File: config.mk
export PLATFORM = sky130hd
export DESIGN_NAME = rally_referee
export DESIGN_NICKNAME = d
export VERILOG_FILES = /design/src/rtl/rally_referee.sv
export SDC_FILE = /design/constraint.sdc
export NUM_CORES = 1
export LEC_CHECK = 0
export CAP_MARGIN = 20
export CORE_AREA = 2 2 62 64
export CTS_CLUSTER_DIAMETER = 150
export CTS_CLUSTER_SIZE = 30
export DETAILED_ROUTE_END_ITERATION = 8
export DIE_AREA = 0 0 64 66
export PLACE_DENSITY = 0.85
export SLEW_MARGIN = 20
export SYNTH_ARGS = -nofsm -noshare
export SYNTH_HDL_FRONTEND = slang
export SYNTH_SLANG_ARGS = --single-unit
File: constraint.sdc
create_clock -name clk -period 3.3 [get_ports clk]
set_input_delay 0.495 -clock clk [delete_from_list [all_inputs] [get_ports clk]]
set_output_delay 0.495 -clock clk [all_outputs]
set_load 0.02 [all_outputs]
File: src/rtl/rally_referee.sv
// Rally referee: decodes the one-hot ball, judges paddle hits, misses and faults,
// keeps score and sequences serve / rally / point / game-over. All outputs registered.
module rally_referee #(
   parameter int HIT_WIN    = 3,
   parameter int WIN_SCORE  = 7,
   parameter int POINT_HOLD = 8
) (
   input  logic        clk,
   input  logic        reset,
   input  logic [15:0] ball,
   input  logic        ball_step,
   input  logic        serve,
   input  logic        btn_l,
   input  logic        btn_r,
   output logic        reverse,
   output logic        rally_dir,
   output logic        point_l,
   output logic        point_r,
   output logic [3:0]  score_l,
   output logic [3:0]  score_r,
   output logic        game_over,
   output logic [3:0]  ball_idx,
   output logic        ball_err
);

   typedef enum logic [1:0] {
      IDLE    = 2'd0,
      RALLY_R = 2'd1,
      RALLY_L = 2'd2,
      POINT   = 2'd3
   } state_t;

   localparam int              CW        = (POINT_HOLD > 1) ? $clog2(POINT_HOLD) : 1;
   localparam logic [CW-1:0]   HOLD_LAST = CW'(POINT_HOLD - 1);
   localparam logic [3:0]      R_WIN_LO  = 4'(16 - HIT_WIN);
   localparam logic [3:0]      L_WIN_HI  = 4'(HIT_WIN);
   localparam logic [3:0]      WIN       = 4'(WIN_SCORE);

   state_t        state_q, state_d;
   logic [CW-1:0] hold_q, hold_d;
   logic          server_q, server_d;          // 0 = left serves
   logic          reverse_q, reverse_d;
   logic          rally_dir_q, rally_dir_d;
   logic          point_l_q, point_l_d;
   logic          point_r_q, point_r_d;
   logic [3:0]    score_l_q, score_l_d;
   logic [3:0]    score_r_q, score_r_d;
   logic          game_over_q, game_over_d;
   logic [3:0]    ball_idx_q, ball_idx_d;
   logic          ball_err_q, ball_err_d;

   logic          valid_s;
   logic [3:0]    idx_s;
   logic          hit_s, fault_s, miss_s;
   logic          award_l_s, award_r_s;
   logic          in_rally_s;

   // OR-encode is exact for one-hot vectors; other vectors are flagged invalid
   always_comb begin
      valid_s = (ball != 16'd0) && ((ball & (ball - 16'd1)) == 16'd0);
      idx_s   = 4'd0;
      for (int i = 0; i < 16; i++) begin
         idx_s = idx_s | ({4{ball[i]}} & 4'(i));
      end
   end

   always_comb begin
      hit_s   = 1'b0;
      fault_s = 1'b0;
      miss_s  = 1'b0;
      case (state_q)
         RALLY_R: begin
            hit_s   = btn_r & valid_s & (idx_s >= R_WIN_LO);
            fault_s = btn_r & ~hit_s;
            miss_s  = ~btn_r & ball_step & valid_s & (idx_s == 4'd15);
         end
         RALLY_L: begin
            hit_s   = btn_l & valid_s & (idx_s < L_WIN_HI);
            fault_s = btn_l & ~hit_s;
            miss_s  = ~btn_l & ball_step & valid_s & (idx_s == 4'd0);
         end
         default: begin
            hit_s   = 1'b0;
            fault_s = 1'b0;
            miss_s  = 1'b0;
         end
      endcase
      in_rally_s = (state_q == RALLY_R) || (state_q == RALLY_L);
      award_l_s  = (state_q == RALLY_R) & (fault_s | miss_s);
      award_r_s  = (state_q == RALLY_L) & (fault_s | miss_s);
   end

   always_ff @(posedge clk) begin
      if (reset) begin
         state_q     <= IDLE;
         hold_q      <= '0;
         server_q    <= 1'b0;
         reverse_q   <= 1'b0;
         rally_dir_q <= 1'b0;
         point_l_q   <= 1'b0;
         point_r_q   <= 1'b0;
         score_l_q   <= 4'd0;
         score_r_q   <= 4'd0;
         game_over_q <= 1'b0;
         ball_idx_q  <= 4'd0;
         ball_err_q  <= 1'b0;
      end else begin
         state_q     <= state_d;
         hold_q      <= hold_d;
         server_q    <= server_d;
         reverse_q   <= reverse_d;
         rally_dir_q <= rally_dir_d;
         point_l_q   <= point_l_d;
         point_r_q   <= point_r_d;
         score_l_q   <= score_l_d;
         score_r_q   <= score_r_d;
         game_over_q <= game_over_d;
         ball_idx_q  <= ball_idx_d;
         ball_err_q  <= ball_err_d;
      end
   end

   always_comb begin
      state_d = state_q;
      hold_d  = hold_q;
      case (state_q)
         IDLE: begin
            if (serve && !game_over_q) begin
               state_d = server_q ? RALLY_L : RALLY_R;
            end else begin
               state_d = IDLE;
            end
         end
         RALLY_R, RALLY_L: begin
            if (hit_s) begin
               state_d = (state_q == RALLY_R) ? RALLY_L : RALLY_R;
            end else if (fault_s || miss_s) begin
               state_d = POINT;
               hold_d  = HOLD_LAST;
            end else begin
               state_d = state_q;
            end
         end
         POINT: begin
            if (hold_q == '0) begin
               state_d = IDLE;
            end else begin
               hold_d = hold_q - CW'(1);
            end
         end
         default: begin
            state_d = IDLE;
            hold_d  = '0;
         end
      endcase
   end

   // Score saturates at WIN; the loser of a point serves the next one
   always_comb begin
      reverse_d   = hit_s;
      point_l_d   = award_l_s;
      point_r_d   = award_r_s;
      rally_dir_d = (state_d == RALLY_R);
      score_l_d   = score_l_q;
      score_r_d   = score_r_q;
      server_d    = server_q;
      if (award_l_s) begin
         server_d = 1'b1;
         if (score_l_q != WIN) begin
            score_l_d = score_l_q + 4'd1;
         end else begin
            score_l_d = score_l_q;
         end
      end else if (award_r_s) begin
         server_d = 1'b0;
         if (score_r_q != WIN) begin
            score_r_d = score_r_q + 4'd1;
         end else begin
            score_r_d = score_r_q;
         end
      end else begin
         server_d = server_q;
      end
      game_over_d = game_over_q | (score_l_d == WIN) | (score_r_d == WIN);
      ball_idx_d  = valid_s ? idx_s : ball_idx_q;
      ball_err_d  = ball_err_q | (in_rally_s & ~valid_s);
   end

   assign reverse   = reverse_q;
   assign rally_dir = rally_dir_q;
   assign point_l   = point_l_q;
   assign point_r   = point_r_q;
   assign score_l   = score_l_q;
   assign score_r   = score_r_q;
   assign game_over = game_over_q;
   assign ball_idx  = ball_idx_q;
   assign ball_err  = ball_err_q;

endmodule

Word level (Yosys, flattened, before mapping):

Index checks and enable logic that the tools add are counted.
W data, S select, Z words.

* $add $sub $neg: 4
* $lt $le $gt $ge: 2
* equal/unequal tests: 12
* mux-type cells: 21
* bitwise logic cells: 39
* reductions and logical operators: 14

Operators with widths (count)
* $or A4 B4 Y4: 7
* $mux W4: 5
* $and A16 B16 Y16: 1
* $logic_not A16 Y1: 1
* $reduce_bool A16 Y1: 1
* $sub A16 B1 Y16 const B: 1
* $and A1 B1 Y1: 15
* $mux W2: 6
* $mux W3: 3
* $or A3 B3 Y3: 3
* $add A4 B1 Y4 const B: 2
* $eq A4 B3 Y1 const B: 2
* $ne A4 B3 Y1 const B: 2
* $ne A2 B2 Y1 const B: 3
* $pmux W1 S2: 3
* $pmux W2 S3: 1
* $pmux W3 S2: 1
* $not A1 Y1: 5
* $eq A2 B1 Y1 const B: 2
* $eq A2 B2 Y1 const B: 2
* $eq A4 B4 Y1 const B: 1
* $ge A4 B4 Y1 const B: 1
* $logic_not A4 Y1: 1
* $lt A4 B2 Y1 const B: 1
* 15 further kinds: 22

* register bits after elaboration: 24
* output and inout bits: 18
* word-level logic and storage cells: 104

Logic depth before layout (Yosys ltp):

* word-level depth: 25
* mapped depth: 11
* mapped depth without buffers: 10

Worst setup path after synthesis:

OpenSTA, ideal clock, no wires.

* path kind: input to register
* from: input port ball[1]
* to: register game_over_q (netlist: game_over)
* setup time: 0.079 ns
* arrival: 2.730 ns
* required time: 3.221 ns
* path slack: 0.491 ns
* stages on the path: 10
* buffers on the path: 1
* cells stage by stage: or4_1 -> a2111oi_2 -> or3_2 -> nand3_4 -> a211o_4 -> and3b_1 -> buf_6 -> a2bb2oi_1 -> a211o_1 -> o221ai_2

* cells in the longest elaborated chain, start to end: 25
* elaborated cells between the ends (all ways): 47

RTL lines
* start: declaration: line 10 `input logic [15:0] ball,`
* $or A1 B2 Y2: line 63 `idx_s = idx_s | ({4{ball[i]}} & 4'(i));`
* $or A2 B2 Y2: line 63
* $or A2 B3 Y3: line 63
* $or A3 B3 Y3 (3 in a row): line 63
* $or A3 B4 Y4: line 63
* $or A4 B4 Y4 (7 in a row): line 63
* $lt A4 B2 Y1 or $ge A4 B4 Y1 (tied branches): line 78, 73
* $and A1 B1 Y1, on equally long branches: line 78, 73
* $not A1 Y1, on equally long branches: line 79, 74
* $and A1 B1 Y1, on equally long branches: line 79, 74
* $pmux W1 S2: line 71 `case (state_q)`
* $or A1 B1 Y1 (*): line 89, 90
* $and A1 B1 Y1, on equally long branches: line 89, 90
* $mux W4, on equally long branches: line 167, 174
* $eq A4 B3 Y1 or $mux W4 (tied branches): line 184, 167
* $or A1 B1 Y1 or $eq A4 B3 Y1 (tied branches): line 184 `game_over_d = game_over_q | (score_l_d == WIN) | (score_r_d == WIN);`
* $or A1 B1 Y1 (*): line 184
* end signal: assignment: line 117 `game_over_q <= game_over_d;`
* end: declaration: line 48 `logic game_over_q, game_over_d;`

Every way passes the cells marked *; elsewhere a longest branch is shown, timed or not.
A chain may end at the register's enable or synchronous reset.

Worst setup path after layout:

* from: input port ball[7]
* to: register score_l_q[3] (netlist: score_l[3])

* cells in the longest elaborated chain, start to end: 17
* elaborated cells between the ends (all ways): 35

RTL lines
* $or A3 B3 Y3: line 63
* $or A3 B4 Y4: line 63
* $or A4 B4 Y4 (7 in a row): line 63
* $lt A4 B2 Y1 or $ge A4 B4 Y1 (tied branches): line 78, 73
* $and A1 B1 Y1, on equally long branches: line 78, 73
* $not A1 Y1, on equally long branches: line 79, 74
* $and A1 B1 Y1, on equally long branches: line 79, 74
* $pmux W1 S2: line 71
* $or A1 B1 Y1 (*): line 89 `award_l_s = (state_q == RALLY_R) & (fault_s | miss_s);`
* $and A1 B1 Y1 (*): line 89
* $mux W4 (*): line 167 `if (award_l_s) begin`
* end signal: assignment: line 115 `score_l_q <= score_l_d;`
* end: declaration: line 46 `logic [3:0] score_l_q, score_l_d;`

Marks and branches as above.

==> impl_metrics.json <==
{
  "ys.flop_type": "dfxtp_1",
  "reg2reg_depth": 10,
  "root_buffer": "clkbuf_4",
  "ys_warn_count": 0,
  "hold_path_depth": 2,
  "required_ps": 3550,
  "ys_seq_elements": 24,
  "seq_area_frac_synth": 0.289,
  "port_buffers": 39,
  "postCtsSetupBuffers": 0,
  "clock_path_buffers": 2,
  "grt_pass1_wl_um": 6690,
  "cts_tree": "yes",
  "cp_max_fo": 9,
  "r2r_slack_ps": 910,
  "avgRoutedWirePerCell_um": 13.2,
  "first_global_vias": 1615,
  "whs_ps": 469,
  "synth.distinct_cells": 55,
  "core.rowCount": 22,
  "ys_top_cells_by_area": "dfxtp_1, ha_1, a21oi_1, nor2_1, mux2i_1",
  "vdd_drop_max_v": 0.000164,
  "clk_pin_slew_ps": 120,
  "synth-xor-area-share": 0.0211,
  "finalWirelength_um": 4080,
  "drv_slew": 0,
  "synth_top_area_cell": "dfxtp_1",
  "antenna_found_initial": 0,
  "syn_nets": 226,
  "synth.area.mux_share": 0.0369,
  "die_h_um": 66,
  "multi_input_area_mm2": 0.00112,
  "cts_made_buffers": 3,
  "core_mm2": 0.00355,
  "io_pins": 40,
  "first_pass_iters": 4,
  "track_usage": 0.193,
  "maxSlewHeadroom": 0.690,
  "synthAdderAreaFrac": 0.0602,
  "synth_top_family_by_area": "simple AND/OR/NAND/NOR gates",
  "syn_inst": 196,
  "drive_gt1_frac": 0.169,
  "numClockSinks": 24,
  "stdcell_count": 308,
  "tightest_slew_ps": 462,
  "viasPerCell": 5.63,
  "die_x_um": 64,
  "post-route-period-util": 0.930,
  "gp_congestion": 0.873,
  "drc": 0,
  "cellPowerDensity_mw_per_mm2": 226,
  "crit_type": "input port to flip-flop",
  "dp_cells": 305,
  "hp-start": "ball_idx[2]",
  "register_area_um2": 480,
  "area_growth_syn_to_layout_pct": 39.2,
  "min_period_ps": 3070,
  "drt_iter0_markers": 63,
  "antenna_cells": 0,
  "fin_skew_ps": 7.73,
  "grt_overflow": 0,
  "final_cell_mix": "clkdlybuf4s50_1, buf_4, dfxtp_1, a21oi_1, nor2_1",
  "timing.rr.start": "state_q[0]",
  "p_leak_uw": 0.000846,
  "outcome": "finished, final reports clean",
  "htreeDepth": 1,
  "r2r-end": "score_l[3]",
  "vias": 1735,
  "finalPower_uw": 524,
  "syn-cell-area_mm2": 0.00166,
  "syn_avg_cell_area_um2": 8.48,
  "postSynth.asyncResetShare": 0,
  "fillCellCount": 297,
  "hpwl_um": 3190,
  "synth-compound-area-share": 0.261,
  "fin_setup_tns_ps": 0,
  "synth_edf_count": 0,
  "synthDominantCellAreaShare": 0.289,
  "drv_cap": 0,
  "hold_viol": 0,
  "grt_start_max_net_pins": 26,
  "end_kind": "flip-flop",
  "synthSimpleGateAreaFrac": 0.295,
  "timing.final.ws_setup_ps": 231,
  "rsz0062_at_grt": "false",
  "dieArea_mm2": 0.00422,
  "min_to": "ball_idx[2]",
  "arrival_ps": 3310,
  "antenna_left": 0,
  "insertion_delay_ps": 310,
  "initial_core_util": 0.468,
  "setup_viol": 0,
  "timing.fmax_mhz": 326,
  "layout_commonest_cell": "clkdlybuf4s50_1",
  "hold_class": "flip-flop to flip-flop",
  "final_nets": 292,
  "dp_slack_ps": -105,
  "setup.worst_path.start_class": "input port"
}
## Yosys cell counts (5+ instances only)
master    count
nand3b_1      6
ha_1          8
nand3_1       6
nand2_1      12
inv_1         9
nor2b_1       5
mux2i_1       5
nor3_1        5
a21oi_1      18
nor2_1       16
dfxtp_1      24
## cells by family (layout without fill, tap and decap cells)
group,after synthesis,after routing
adders and majority gates,8,8
xor gates and xnor gates,4,4
and+or+nand+nor,81,81
DFF,24,24
buffers and inverters,14,78
AOI/OAI and AO/OA,59,59
muxes,6,6
## through the flow
stage,util,cell area (µm²)
after detailed placement,0.644,2290
after CTS,0.651,2310
after floorplan,-,1660
after global routing,0.651,2310
final,0.651,2310
after global placement,0.644,2290
## metal layers
layer | global-route usage | vias up | share of wire
met3 | 0.0256 | 7 | 0.046
met4 | 0.0516 | 0 | 0.012
met1 | 0.234 | 810 | 0.46
met5 | 0 | - | 0
li1 | - | 871 | -
met2 | 0.354 | 47 | 0.49
## critical path, cell delays in order
cell and delay, ps:
clkdlybuf4s50_1 460, buf_4 160, nor3_1 310, nand3b_1 220, or4_1 540, o21ai_1 120
a211o_4 160, and3b_2 280, nand4_1 130, or3_1 320, a21oi_1 120
## report_power, final
part / total [µW] / internal [µW] / switching [µW]
clock network: 126 / 42.6 / 83.3
logic: 102 / 54.0 / 48.1
registers: 295 / 293 / 2.26
## state kept, by name, indices dropped and copies added, names as in the netlist
register / count
ball_idx: 4
score_l: 4
score_r: 4
hold_q: 3
state_q: 2
ball_err: 1
game_over: 1
point_l: 1
point_r: 1
rally_dir: 1
reverse: 1
server_q: 1
## area by class of cell
cell class / count / share of cell area
clock buffers: 3 / 0.00974
inverters: 9 / 0.0146
multi-input cells: 158 / 0.485
flip-flops and latches: 24 / 0.208
well taps: 48 / 0.0260
repair buffers: 66 / 0.256
## repair_timing
item | 4_1_cts | 5_1_grt
resized for setup | 0 | 1
endpoints found under the setup margin | 0 | 1
hold buffers | 0 | 0
## how the worst max path moves through the flow
stage	to	slack, ps	cells past startpoint	start
CTS	score_l[3]	190	11	ball[7]
floorplan	game_over	490	10	ball[1]
finish	score_l[3]	230	11	ball[7]
global route	hold_q[1]	7	12	ball[3]
detailed placement	score_l[3]	-110	11	ball[7]
global placement	score_l[3]	-80	11	ball[5]
No activity file was read; power rests on OpenSTA's default activity.
==> RTL change 1 (same settings) <==
Re-encode `state_t` (4 states) as one-hot, 4 bits wide.
--- a/src/rtl/rally_referee.sv
+++ b/src/rtl/rally_referee.sv
@@ -24,9 +24,9 @@
 );
 
-   typedef enum logic [1:0] {
-      IDLE    = 2'd0,
-      RALLY_R = 2'd1,
-      RALLY_L = 2'd2,
-      POINT   = 2'd3
+   typedef enum logic [3:0] {
+      IDLE    = 4'b0001,
+      RALLY_R = 4'b0010,
+      RALLY_L = 4'b0100,
+      POINT   = 4'b1000
    } state_t;
 
Check against the original RTL: no difference found for any inputs over 10 cycles, from zero or initial values and one cycle with reset high; not proved beyond that.
==> RTL change 1 against the unedited design <==
- sequential cell count is 2 higher
- power is 21% higher
- wire length down 0.79%
- sequential share of layout area increased by 0.88 points
- area after synthesis shrank 2.6%
- final area up 4.0%
- setup slack got worse by 0.068 ns
- global-route usage barely moved
- via count rose by 3.7%
==> RTL change 1: results <==
{
  "synth_fa_ha_area_share_pct": 3.71,
  "wire_per_inst_um": 12.4,
  "use_met1_pct": 23.2,
  "cts-htree-levels": 1,
  "whs_ns": 0.493,
  "yosysSeqAreaShare_pct": 32.1,
  "path_max_fanout": 6,
  "vdd_ir_drop_max_v": 0.000253,
  "syn_inst": 200,
  "synth_mux_area_share_pct": 2.47,
  "grt_pass1_wl_um": 6620,
  "grt_pass1_vias": 1591,
  "p_leak_nw": 0.921,
  "yosys.area_share.xor_xnor_pct": 1.62,
  "cpPeakStageDelay_ns": 0.50,
  "hold_path_end": "ball_err",
  "cts.reportedPaths.clkPinSlew_ns": 0.14,
  "fin_skew_ns": 0.00602,
  "period_needed_ns": 3.14,
  "hold_start": "ball_err",
  "fillCellCount": 273,
  "reg2reg_slack_ns": 0.93,
  "cp_slowest_cell": "clkdlybuf4s50_1",
  "wl_met2_um": 1920,
  "grt_use_met2_pct": 34.9,
  "synth_cell_types": 54,
  "place_hpwl_um": 3150,
  "dpl_cell_area_sq_um": 2340,
  "place_inst": 320,
  "worst_slew_pin_slew_ns": 0.774,
  "fin_cells": 325,
  "dpl_worst_slack_ns": -0.291,
  "wl_met1_um": 1920,
  "crit_path_start": "ball[6]",
  "outcome": "complete, no violations",
  "cp-endpoint": "game_over",
  "wl_met3_um": 148,
  "drive_gt1_share_pct": 20.2,
  "fin_nets": 304,
  "synthTopCellsByCount": "nor2_1, dfxtp_1, nand2_1, a21oi_1, nor3_1",
  "syn_to_final_growth_pct": 48.5,
  "drtIter0Drc": 75,
  "r2r_start": "state_q[0]",
  "switchingPower_mw": 0.167
}
RTL change 1: cell count changes after synthesis, sizes merged, moves of 3 or more:
cell | unedited run | this run
clkbuf | 3 | 6
nand3b | 6 | 3
nor4 | 6 | 10
nand2b | 4 | 1
nor2 | 16 | 30
a21oi | 18 | 13
ha | 8 | 4
a31oi | 4 | 1
inv | 9 | 6
nand3 | 7 | 2
nor3 | 5 | 11
a21boi | 3 | 0
RTL change 1: power groups by stage:
| stage | logic (mW) | registers, mW | clock network, mW |
|---|---|---|---|
| 2_1_floorplan | 0.0644 | 0.340 | 0 |
| 6_report | 0.142 | 0.333 | 0.158 |
| 3_3_place_gp | 0.138 | 0.339 | 0 |
| 4_1_cts | 0.142 | 0.333 | 0.163 |
| 5_1_grt | 0.159 | 0.335 | 0.174 |
| 3_5_place_dp | 0.141 | 0.340 | 0 |
RTL change 1: area by class of cell:
class	instances	area share, %
multi-input combinational	161	44.4
timing repair buffer	80	29.0
sequential	26	21.7
tap	48	2.50
clock buffer	4	1.51
inverter	6	0.937
==> RTL change 2 (same flow settings) <==
Made on the original files. Change the parameter `POINT_HOLD` from 8 to 16.
--- a/src/rtl/rally_referee.sv
+++ b/src/rtl/rally_referee.sv
@@ -4,5 +4,5 @@
    parameter int HIT_WIN    = 3,
    parameter int WIN_SCORE  = 7,
-   parameter int POINT_HOLD = 8
+   parameter int POINT_HOLD = 16
 ) (
    input  logic        clk,
Function: no difference found for any inputs over 10 cycles, from zero or initial values and one cycle with reset high; that may be too few to reach the edited logic, so the function may still have changed.
==> RTL change 2 against the unedited design <==
- wire length increased by 5.9%
- area after synthesis increased by 5.0%
- final area grew 7.4%
- setup slack worse by 0.078 ns
- die area stayed put
- sequential share of layout area down 0.63 points
- sequential cell count up 1
Power is not compared: it rests on default switching activity, and its combinational part moved more than twofold at a synthesized area within 25%.
==> RTL change 2: results <==
{
  "outcome": "complete, no violations",
  "synth_cell_types": 54,
  "fillCellCount": 268,
  "place_hpwl_um": 3500,
  "cpPeakStageDelay_ns": 0.51,
  "rr_worst_depth": 11,
  "wl_met1_um": 1810,
  "worstPathArrival_ns": 3.40,
  "cts-root-buf": "clkbuf_4",
  "drive_gt1_share_pct": 20.0,
  "dpl_cell_area_sq_um": 2450,
  "use_met3_pct": 3.75,
  "path_max_fanout": 6,
  "clock_latency_ns": 0.33,
  "cp_slowest_cell": "clkdlybuf4s50_1",
  "grt.total_usage_pct": 22.0,
  "yosysSeqAreaShare_pct": 28.7,
  "reg2reg_slack_ns": 0.75,
  "fin_skew_ns": 0.00874,
  "hold_path_end": "ball_err",
  "grt_use_met2_pct": 41.1,
  "hold_start": "ball_err",
  "cts.reportedPaths.clkPinSlew_ns": 0.15,
  "r2r_start": "state_q[1]",
  "wl_met2_um": 2190,
  "use_met1_pct": 24.6,
  "drt-total-wl_um": 4320,
  "synth_ff_type": "dfxtp_1",
  "drtIter0Drc": 115,
  "synth_fp_nets": 238,
  "grt_pass1_vias": 1724,
  "fin_nets": 315,
  "synthTopCellsByCount": "dfxtp_1, nor2_1, nand2_1, a21oi_1, o21ai_0",
  "synth.area.top_cells": "dfxtp_1, nor2_1, ha_1, nor4_4, a21oi_1",
  "path_delay_family": "compound AO/OA/AOI/OAI gates",
  "port_buffers": 39,
  "cp-endpoint": "hold_q[1]",
  "grt_max_degree": 29,
  "grt_pass1_wl_um": 7430,
  "gp_congestion": 0.971
}
-- RTL change 2: cell families (layout without fill, tap and decap cells) --
logic type / Yosys count / count (layout) / synth area share (%)
AND/OR/NAND/NOR: 95 / 95 / 32.0
AO/OA/AOI/OAI: 56 / 56 / 23.6
flip-flops: 25 / 25 / 28.7
buffers and inverters: 16 / 92 / 4.30
adder cells (fa/ha/maj): 7 / 7 / 5.02
multiplexers: 7 / 7 / 4.88
XOR/XNOR: 3 / 3 / 1.51
-- RTL change 2: per-stage QoR --
stage	std cells	worst slack, ns	TNS (ns)	hold slack, ns	total power, mW
3_5_place_dp	329	-0.207	-1.28	0.459	0.727
3_3_place_gp	329	-0.137	-0.656	0.434	0.715
4_1_cts	333	0.141	0	0.480	0.870
6_report	333	0.153	0	0.482	0.869
2_1_floorplan	209	0.298	0	0.474	0.571
5_1_grt	333	0.0250	0	0.521	0.931
-- RTL change 2: timing repair --
action | 4_1_cts | 5_1_grt
hold buffers | 0 | 0
setup endpoints to repair | 0 | 1
endpoints found under the hold margin | 0 | 0
-- RTL change 2: layout make-up --
type / count / area [sq um] / area share [%]
clock buffer: 3 / 22.5 / 0.907
timing repair buffer: 79 / 691 / 27.8
clock inverter: 1 / 7.51 / 0.302
multi-input combinational: 168 / 1170 / 47.1
tap: 48 / 60.1 / 2.42
sequential: 25 / 500 / 20.2
inverter: 9 / 33.8 / 1.36
-- RTL change 2: worst register-to-register path, cell delays in order, from the launching register on --
cell	delay, ns
dfxtp_1	0.39
inv_1	0.09
ha_1	0.30
nand2_1	0.10
nor2_1	0.04
a22o_1	0.20
a222oi_1	0.32
buf_4	0.18
mux2_4	0.15
o31a_1	0.24
mux2_1	0.35
a21oi_1	0.14
